**config.mk**
```make
export PLATFORM = sky130hd
export DESIGN_NAME = pixel_frame_loader_flat
export DESIGN_NICKNAME = d
export VERILOG_FILES = /design/src/rtl/mlp_pkg.sv /design/src/rtl/pixel_frame_loader_if.sv /design/src/rtl/pixel_clamp.sv /design/src/rtl/pixel_frame_loader.sv /design/src/flat_wrapper.sv
export SDC_FILE = /design/constraint.sdc
export NUM_CORES = 1
export LEC_CHECK = 0
export CAP_MARGIN = 20
export CORE_MARGIN = 1
export CORE_UTILIZATION = 48
export CTS_CLUSTER_DIAMETER = 60
export DETAILED_ROUTE_END_ITERATION = 16
export GPL_TIMING_DRIVEN = 0
export PLACE_DENSITY = 0.88
export REMOVE_ABC_BUFFERS = 1
export SETUP_SLACK_MARGIN = 0.15
export SLEW_MARGIN = 40
export SYNTH_ARGS = -nofsm -noshare
export SYNTH_HDL_FRONTEND = slang
export SYNTH_SLANG_ARGS = --single-unit
```
**constraint.sdc**
```tcl
create_clock -name clk -period 3.9 [get_ports clk]
set_clock_uncertainty 0.1 [all_clocks]
set_input_delay 0.78 -clock clk [delete_from_list [all_inputs] [get_ports clk]]
set_output_delay 0.78 -clock clk [all_outputs]
set_load 0.1 [all_outputs]
```
**src/rtl/mlp_pkg.sv**
```systemverilog
// ============================================================================
// Module   : mlp_pkg
// Purpose  : Shared types and defaults for the MLP accelerator front end.
// Revision : 1.0 - initial release
// ============================================================================
`default_nettype none

package mlp_pkg;

  localparam int DEF_IN_DIM  = 64;
  localparam int DEF_DATA_W  = 8;
  localparam int FRAME_CNT_W = 16;

  typedef enum logic [1:0] {
    LOAD  = 2'd0,
    DRAIN = 2'd1,
    FIRE  = 2'd2,
    WAIT  = 2'd3
  } loader_state_t;

endpackage

`default_nettype wire

```
**src/rtl/pixel_frame_loader_if.sv**
```systemverilog
// ============================================================================
// Module   : pixel_frame_loader_if
// Purpose  : Pixel stream, frame bus and core handshake bundle for the loader.
// Revision : 1.0 - initial release
// ============================================================================
`default_nettype none

interface pixel_frame_loader_if
  import mlp_pkg::*;
#(
  parameter int IN_DIM = DEF_IN_DIM,
  parameter int DATA_W = DEF_DATA_W
);

  logic                      s_valid;
  logic [DATA_W-1:0]         s_data;
  logic                      s_last;
  logic                      s_ready;
  logic [DATA_W*IN_DIM-1:0]  bus_out;
  logic                      start;
  logic                      core_done;
  logic                      busy;
  logic                      frame_err;
  logic [FRAME_CNT_W-1:0]    frame_cnt;

  modport master (
    output s_valid, s_data, s_last, core_done,
    input  s_ready, bus_out, start, busy, frame_err, frame_cnt
  );

  modport slave (
    input  s_valid, s_data, s_last, core_done,
    output s_ready, bus_out, start, busy, frame_err, frame_cnt
  );

endinterface

`default_nettype wire

```
**src/rtl/pixel_clamp.sv**
```systemverilog
// ============================================================================
// Module   : pixel_clamp
// Purpose  : Combinational unsigned saturator, out = min(din, MAX_VAL).
//            Only built when LOADER_CLAMP_EN is defined.
// Revision : 1.0 - initial release
// ============================================================================
`default_nettype none

`ifdef LOADER_CLAMP_EN
module pixel_clamp #(
  parameter int DATA_W  = 8,
  parameter int MAX_VAL = 16
) (
  input  wire logic [DATA_W-1:0] din,
  output logic      [DATA_W-1:0] dout
);

  localparam logic [DATA_W-1:0] C_CEIL = DATA_W'(MAX_VAL);

  assign dout = (din > C_CEIL) ? C_CEIL : din;

endmodule
`endif

`default_nettype wire

```
**src/rtl/pixel_frame_loader.sv**
```systemverilog
// ============================================================================
// Module   : pixel_frame_loader
// Purpose  : Assembles a byte-serial pixel stream into one IN_DIM-pixel frame,
//            pulses start to the core and holds the frame until core_done.
//            Optional macro LOADER_CLAMP_EN saturates each pixel at MAX_PIX.
// Revision : 1.0 - initial release
// ============================================================================
`default_nettype none

module pixel_frame_loader
  import mlp_pkg::*;
#(
  parameter int IN_DIM = DEF_IN_DIM,
  parameter int DATA_W = DEF_DATA_W
`ifdef LOADER_CLAMP_EN
  ,
  parameter int MAX_PIX = 16
`endif
) (
  input wire logic            clk,
  input wire logic            rst,
  pixel_frame_loader_if.slave pix
);

  localparam int                IDX_W    = (IN_DIM > 1) ? $clog2(IN_DIM) : 1;
  localparam logic [IDX_W-1:0]  LAST_IDX = IDX_W'(IN_DIM - 1);

  loader_state_t              r_state;
  logic [IDX_W-1:0]           r_idx;
  logic [DATA_W*IN_DIM-1:0]   r_bus;
  logic                       r_start;
  logic                       r_frame_err;
  logic                       r_busy;
  logic [FRAME_CNT_W-1:0]     r_frame_cnt;

  logic                       w_ready;
  logic                       w_beat;
  logic                       w_last_slot;
  logic [DATA_W-1:0]          w_pix;

`ifdef LOADER_CLAMP_EN
  pixel_clamp #(
    .DATA_W  (DATA_W),
    .MAX_VAL (MAX_PIX)
  ) u_pixel_clamp (
    .din  (pix.s_data),
    .dout (w_pix)
  );
`else
  assign w_pix = pix.s_data;
`endif

  assign w_ready     = (r_state == LOAD) || (r_state == DRAIN);
  assign w_beat      = pix.s_valid && w_ready;
  assign w_last_slot = (r_idx == LAST_IDX);

  always_ff @(posedge clk) begin
    if (rst) begin
      r_state     <= LOAD;
      r_idx       <= '0;
      r_bus       <= '0;
      r_start     <= 1'b0;
      r_frame_err <= 1'b0;
      r_busy      <= 1'b0;
      r_frame_cnt <= '0;
    end else begin
      r_start     <= 1'b0;
      r_frame_err <= 1'b0;
      case (r_state)
        LOAD: begin
          if (w_beat) begin
            r_bus[int'(r_idx)*DATA_W +: DATA_W] <= w_pix;
            // Slot check precedes the increment, so idx never wraps.
            if (w_last_slot) begin
              r_idx <= '0;
              if (pix.s_last) begin
                r_state <= FIRE;
                r_start <= 1'b1;
                r_busy  <= 1'b1;
              end else begin
                r_state     <= DRAIN;
                r_frame_err <= 1'b1;
              end
            end else if (pix.s_last) begin
              r_idx       <= '0;
              r_frame_err <= 1'b1;
            end else begin
              r_idx <= r_idx + IDX_W'(1);
            end
          end
        end
        DRAIN: begin
          // Overlong frame: the first IN_DIM bytes are kept, the tail is dropped.
          if (w_beat && pix.s_last) begin
            r_state <= FIRE;
            r_start <= 1'b1;
            r_busy  <= 1'b1;
          end
        end
        FIRE: begin
          r_frame_cnt <= r_frame_cnt + FRAME_CNT_W'(1);
          r_state     <= WAIT;
        end
        WAIT: begin
          if (pix.core_done) begin
            r_state <= LOAD;
            r_idx   <= '0;
            r_busy  <= 1'b0;
          end
        end
        default: r_state <= LOAD;
      endcase
    end
  end

  assign pix.s_ready   = w_ready;
  assign pix.bus_out   = r_bus;
  assign pix.start     = r_start;
  assign pix.busy      = r_busy;
  assign pix.frame_err = r_frame_err;
  assign pix.frame_cnt = r_frame_cnt;

endmodule

`default_nettype wire

```
**src/flat_wrapper.sv**
```systemverilog
// flat-port wrapper written by rule: the top's interface ports become plain ports
module pixel_frame_loader_flat import mlp_pkg::*;
#(
  parameter int IN_DIM = DEF_IN_DIM,
  parameter int DATA_W = DEF_DATA_W

)
  (clk, rst, pix_s_valid, pix_s_data, pix_s_last, pix_core_done, pix_s_ready, pix_bus_out, pix_start, pix_busy, pix_frame_err, pix_frame_cnt);
  pixel_frame_loader_if #(.IN_DIM(IN_DIM), .DATA_W(DATA_W)) pix_i ();
  input wire logic clk;
  input wire logic rst;
  input wire logic [$bits(pix_i.s_valid)-1:0] pix_s_valid;
  input wire logic [$bits(pix_i.s_data)-1:0] pix_s_data;
  input wire logic [$bits(pix_i.s_last)-1:0] pix_s_last;
  input wire logic [$bits(pix_i.core_done)-1:0] pix_core_done;
  output wire logic [$bits(pix_i.s_ready)-1:0] pix_s_ready;
  output wire logic [$bits(pix_i.bus_out)-1:0] pix_bus_out;
  output wire logic [$bits(pix_i.start)-1:0] pix_start;
  output wire logic [$bits(pix_i.busy)-1:0] pix_busy;
  output wire logic [$bits(pix_i.frame_err)-1:0] pix_frame_err;
  output wire logic [$bits(pix_i.frame_cnt)-1:0] pix_frame_cnt;
  assign pix_i.s_valid = pix_s_valid;
  assign pix_i.s_data = pix_s_data;
  assign pix_i.s_last = pix_s_last;
  assign pix_i.core_done = pix_core_done;
  assign pix_s_ready = pix_i.s_ready;
  assign pix_bus_out = pix_i.bus_out;
  assign pix_start = pix_i.start;
  assign pix_busy = pix_i.busy;
  assign pix_frame_err = pix_i.frame_err;
  assign pix_frame_cnt = pix_i.frame_cnt;
  pixel_frame_loader #(.IN_DIM(IN_DIM), .DATA_W(DATA_W)) u_core (.clk(clk), .rst(rst), .pix(pix_i));
endmodule
```
# After elaboration in Yosys (flattened, before gate mapping)
# Cells that the tools add are included.
# word_totals
ff_bits	539
elab_cells	59
out_inout_bits	532
# classes
n_eq_ne	9
n_addsub	3
shift	2
reduce_logical	11
muxes	25
bitwise_logic	2
# ops
op	count
bitwise mux 512 bit	1
variable shift 8 x 33 -> 512 bit, first input constant	1
variable part select 8 x 33 -> 512 bit	1
negator 9 -> 33 bit	1
2-to-1 mux 6 bit	4
adder 16 x 1 -> 16 bit, second input constant	1
one-hot mux 6 bit (2 select lines)	1
2-to-1 mux 1 bit	11
2-to-1 mux 2 bit	5
one-hot mux 2 bit (4 select lines)	1
adder 6 x 1 -> 6 bit, second input constant	1
equality test 6 bit, second input constant	1
!= test 2 bit, second input constant	3
AND reduction 6 bit	1
equality test 2 bit, second input constant	2
!= test 2 x 1 -> 1 bit, second input constant	2
AND reduction 4 bit	1
one-hot mux 1 bit (3 select lines)	1
AND reduction 3 bit	1
nonzero test 3 bit	1
OR reduction 3 bit	1
equality test 2 x 1 -> 1 bit, second input constant	1
logical AND 1 bit	2
zero test 2 bit	1
other kinds (5)	6

# Longest topological paths before layout
# logic_depth
word_depth	6
mapped_depth	13
mapped_depth_nobuf	8

# Least setup slack after synthesis
# Ideal clock, no wire load.
# synth_path
path_kind	reg2reg
start	reg u_core.r_idx[1]
end	reg u_core.r_bus[198] (netlist: u_core.pix.bus_out[198])
path_stages_with_launch	13
arrival_time_ns	3.091
setup_ns	0.129
n_path_buf	6
period_less_slack_ns	3.320
required_time_ns	3.671
path_slack_ns	0.580
path_cell_list	dfxtp_1 > buf_2 > or4_4 > buf_6 > nor2_1 > ha_1 > clkbuf_1 > and2_1 > mux2i_1 > buf_1 > clkbuf_1 > clkbuf_1 > o31ai_1
# synth_via
elab_chain_cells	3
elab_cells_between_ends	4
# synth_rtl
element	line_no	source
start: declaration	pixel_frame_loader.sv:29	logic [IDX_W-1:0] r_idx;
start signal: assignment	pixel_frame_loader.sv:88	r_idx <= r_idx + IDX_W'(1);
negator 9 -> 33 bit (*)	pixel_frame_loader.sv:72	r_bus[int'(r_idx)*DATA_W +: DATA_W] <= w_pix;
variable part select 8 x 33 -> 512 bit or variable shift 8 x 33 -> 512 bit (tied branches)	pixel_frame_loader.sv:72	
bitwise mux 512 bit (*)	pixel_frame_loader.sv:72	
end signal: indexed assignment	pixel_frame_loader.sv:72	
end: declaration	pixel_frame_loader.sv:30	logic [DATA_W*IN_DIM-1:0] r_bus;
# Mark *: on every way between the ends. The rest lies on a longest branch, timed or not.
# A chain may end at the register's enable or synchronous reset.

# Worst setup path after layout
# layout_path
start	reg u_core.r_idx[0]
end	reg u_core.r_bus[277] (netlist: u_core.pix.bus_out[277])
# The elaborated chain is that of the path after synthesis.

==> results.txt <==
The die covers 44500 um^2. For met1 alone, demand over resource in global routing was 39.1%. At the worst endpoint, the arrival time is 3.99 ns. During I/O placement, the number of pins put on the boundary was 545. The via-per-instance ratio was 5.72; the buffering stage count on the worst path with inverters included was 4. The critical path in this run is classified as reg2reg. Counting flops with an async set or reset pin after synthesis yields a share of 0%. By area, the combinational part of the netlist is dominated by simple AND/OR/NAND/NOR gates. The max-capacitance violation count came out at 0. The proportion of layout cells with a drive suffix above 1 was 29.5%; the mean instance size in the synthesized netlist was 9.57 um^2. The compound-gate portion of the synthesized area is 7.72%. The worst setup path is launched from a flop. The most used flip-flop cell after synthesis is sky130_fd_sc_hd__dfxtp_1. Walking the worst path, the cells encountered are inv_1 -> ha_2 -> nor2b_1 -> o211ai_1 -> buf_2 -> buf_2 -> buf_2 -> or3_1 -> a31o_2. CTS built an H-tree with a depth of 2.

Summing the sequential cell areas from Yosys gives 51.5% of the chip area. Number of warnings printed during yosys synthesis: 0. The synthesized netlist devotes 19.7% of its cell area to simple gates. The detailed router finished its first iteration with 1568 violations. The library cell used most frequently in the layout, excluding fill and tap cells, is sky130_fd_sc_hd__buf_2. The maximum cell stage delay along the critical path works out to 0.60 ns. Cells fill 61.0% of the core in the end. After synthesis, the share of cell area in mux cells is 16.3%. Fraction of synthesized cell area in xor and xnor cells: 0.704%.

The run gives 21000 um^2 as the post-synthesis instance area. The placeable core region was 43100 um^2. The run gives 55 as the clock buffer count from CTS.

The number of enable flip-flop cells after synthesis is 0, and the number of placement rows is 76. During placement, the flow inserted port buffers numbering 544. The aggregate routed wire length is 72800 um.

Clock tree synthesis selected as its root buffer the cell sky130_fd_sc_hd__clkbuf_16. Number of distinct library cells after synthesis: 63. Fill cells in the final layout number 3571. For the worst setup path, the data required time is 4.30 ns. The die is 211 um wide. Measured along the y axis, the die boundary spans 211 um. In this run the remaining antenna-violating nets after routing total 0.

The highest net fanout along the worst path works out to 20. Once the floorplan was initialized, standard cells occupied 48.7% of the core. TritonCTS built the clock tree.

Counting along the longest clock path gives a buffer depth of 3. The run gives 0 as the total count of max-transition violations in the final report. The growth of design area from synthesis to finish came out at 25.4%.

Setup violations remaining at the end of the flow were counted as 0. Static timing analysis puts the maximum clock frequency at 278 MHz. The slowest stage cell on the critical path is sky130_fd_sc_hd__or3_1.

After detailed routing, the average wire length per cell comes to 22.1 um. Largest voltage drop on the vdd net: 0.327 mV. OpenSTA, run right after detailed placement, puts the worst setup slack at -0.645 ns. Entering global routing, the biggest net connects 115 pins.

The worst relative slew slack is 42.0%, and the global-route track usage on met2 is 50.8%. For the via count of the first global-routing pass, the log shows 17900. The overall fraction of global-route tracks in use is 31.5%. Setup repair after global routing left no endpoint under its margin. Portion of the clock cycle consumed by the worst path in the final layout: 92.1%. After Yosys synthesis, full adders, half adders and majority gates account for 0.537% of the synthesized area. The tree built by TritonCTS fans out to 539 sinks. The min-delay analysis places its worst path in the category reg2reg. The run finished with clean final reports.

After global routing the overflow that remains totals 0. The total inserted antenna cells was 0; the estimated wirelength of the detail-placed design was 51600 um. The routed layout has 18800 vias.

The most numerous cell on the critical path is sky130_fd_sc_hd__buf_2. The number of antenna violations at the first check in global routing is 1. The first global-routing pass estimated 107000 um of wire. At the pin with the least slew margin, the transition time is 0.861 ns.

Synthesis handed over a netlist of 2191 instances. In this run the power density over the cells is 470 nW/um^2. The clock-pin slew reported for the worst setup and hold paths after clock tree synthesis was 0.06 ns.

The first detailed-routing pass ran for 6 iterations. The tools report the global placement routability congestion as 0.859. The run gives 2685 as the final net count. For this run, design rule violations remaining after detail routing come to 0. The worst setup path is captured at a flop. The kind of cell with the highest combined delay along the critical path is simple AND/OR/NAND/NOR gates. The clock reaches the later pin of the worst-skew pair after 0.61 ns. Across all setup checks in the final design, the least slack found is 0.309 ns.

The global-route layer with the greatest usage was met2. The logs give 7.91% for the global routing met3 resource utilization and 0 for the hold violation count in the final report. The synthesized flop and latch total works out to 539. In the layout the commonest cells are sky130_fd_sc_hd__buf_2 (545), sky130_fd_sc_hd__dfxtp_1 (537), sky130_fd_sc_hd__nand2_1 (386). The analysis attributes to cell leakage a power of 0.0119 uW.

The smallest clock period supported by the final layout is computed as 3.59 ns.
flip-flops by register name, summed over array words and instances (netlist names):
name and count:
u_core.r_idx 6, u_core.pix.start 1, u_core.pix.bus_out 512, u_core.pix.frame_err 1, u_core.r_state 2, u_core.pix.busy 1, u_core.pix.frame_cnt 16
final cells by class:
type                            instances  area (um^2)  area share (%)
Timing Repair Buffer                  592         3250            12.4
Clock inverter                         20          168           0.638
Sequential cell                       539        10800            41.1
Clock buffer                           77         1590            6.05
Tap cell                              585          732            2.78
Multi-Input combinational cell       1467         9720            37.0
Inverter                                8         37.5           0.143
stage by stage:
step / TNS (ns) / hold slack (ns) / instance area [um^2] / std cells / total power, uW
after detailed placement: -65.08 / 0.342 / 24300 / 3175 / 7250
after CTS: 0 / 0.352 / 26200 / 3282 / 12300
after floorplan: -434.05 / 0.373 / 20200 / 2014 / 6640
final: 0 / 0.351 / 26300 / 3288 / 12300
after global routing: 0 / 0.371 / 26300 / 3288 / 12700
after global placement: -4278.00 / 0.337 / 26400 / 3143 / 7090
final timing paths:
check / startpoint / end / slack (ns) / cells past startpoint
max: u_core.r_idx[0] / u_core.pix.bus_out[277] / 0.31 / 9
min: u_core.pix.bus_out[194] / u_core.pix.bus_out[194] / 0.35 / 2
max reg2reg: u_core.r_idx[0] / u_core.pix.bus_out[277] / 0.31 / 9
min reg2reg: u_core.pix.bus_out[194] / u_core.pix.bus_out[194] / 0.35 / 2
per-layer routing:
metal | routed length, um | vias up
met4 | 3650 | 0
met5 | 0 | -
met2 | 33400 | 926
met1 | 29400 | 9089
met3 | 6300 | 216
li1 | - | 8568
power by group:
part | internal [uW] | total, uW | switching (uW)
clock network | 2910 | 5130 | 2220
logic | 369 | 1630 | 1260
registers | 5540 | 5580 | 39.8
worst reg2reg max path, stage by stage (launching register included):
cell and delay, ns:
sky130_fd_sc_hd__dfxtp_2 0.59, sky130_fd_sc_hd__inv_1 0.09, sky130_fd_sc_hd__ha_2 0.58, sky130_fd_sc_hd__nor2b_1 0.32, sky130_fd_sc_hd__o211ai_1 0.27, sky130_fd_sc_hd__buf_2 0.24, sky130_fd_sc_hd__buf_2 0.16, sky130_fd_sc_hd__buf_2 0.18
sky130_fd_sc_hd__or3_1 0.60, sky130_fd_sc_hd__a31o_2 0.34
cells in the mapped netlist, types with 3 or more instances:
cell / number / area share [%]
sky130_fd_sc_hd__buf_2: 13 / 0.31
sky130_fd_sc_hd__a31o_2: 45 / 1.9
sky130_fd_sc_hd__o21ai_0: 72 / 1.7
sky130_fd_sc_hd__nor4_1: 16 / 0.48
sky130_fd_sc_hd__or3_1: 21 / 0.63
sky130_fd_sc_hd__inv_1: 7 / 0.13
sky130_fd_sc_hd__ha_1: 9 / 0.54
sky130_fd_sc_hd__nor2_2: 8 / 0.24
sky130_fd_sc_hd__nand3_1: 148 / 3.5
sky130_fd_sc_hd__nand2b_1: 6 / 0.18
sky130_fd_sc_hd__nor3_2: 4 / 0.19
sky130_fd_sc_hd__buf_1: 10 / 0.18
sky130_fd_sc_hd__nand4_1: 29 / 0.87
sky130_fd_sc_hd__nand3b_1: 3 / 0.11
sky130_fd_sc_hd__xnor2_1: 9 / 0.38
sky130_fd_sc_hd__a2111oi_0: 3 / 0.13
sky130_fd_sc_hd__mux2i_1: 338 / 16
sky130_fd_sc_hd__nand2_1: 390 / 7.0
sky130_fd_sc_hd__clkbuf_1: 149 / 2.7
sky130_fd_sc_hd__or2_2: 5 / 0.15
sky130_fd_sc_hd__nor2b_1: 22 / 0.66
sky130_fd_sc_hd__dfxtp_1: 539 / 51
sky130_fd_sc_hd__and3_1: 14 / 0.42
sky130_fd_sc_hd__a21o_1: 5 / 0.18
sky130_fd_sc_hd__a21oi_1: 37 / 0.88
sky130_fd_sc_hd__nor3_1: 40 / 0.96
sky130_fd_sc_hd__nor2_1: 109 / 2.0
sky130_fd_sc_hd__nor4_4: 9 / 0.91
sky130_fd_sc_hd__and2_1: 10 / 0.30
sky130_fd_sc_hd__o211ai_1: 11 / 0.39
sky130_fd_sc_hd__or4_1: 11 / 0.39
sky130_fd_sc_hd__and4_1: 5 / 0.21
sky130_fd_sc_hd__a211oi_1: 7 / 0.25
sky130_fd_sc_hd__o21ai_1: 3 / 0.072
sky130_fd_sc_hd__o31ai_1: 42 / 1.5
sky130_fd_sc_hd__xor2_1: 6 / 0.25
cell families after synthesis:
family	after synthesis
XOR/XNOR	16
flip-flops	539
AO/OA/AOI/OAI	240
adder cells (fa/ha/maj)	9
AND/OR/NAND/NOR	861
multiplexers	341
buffers and inverters	185
what timing repair did:
action,CTS,global route
pin swaps,6,3
endpoints found under the setup margin,348,156
hold buffers,0,0
hold endpoints to repair,0,0
gates resized for setup,16,4
buffers inserted,10,6
Power figures use the tool's default switching activity.
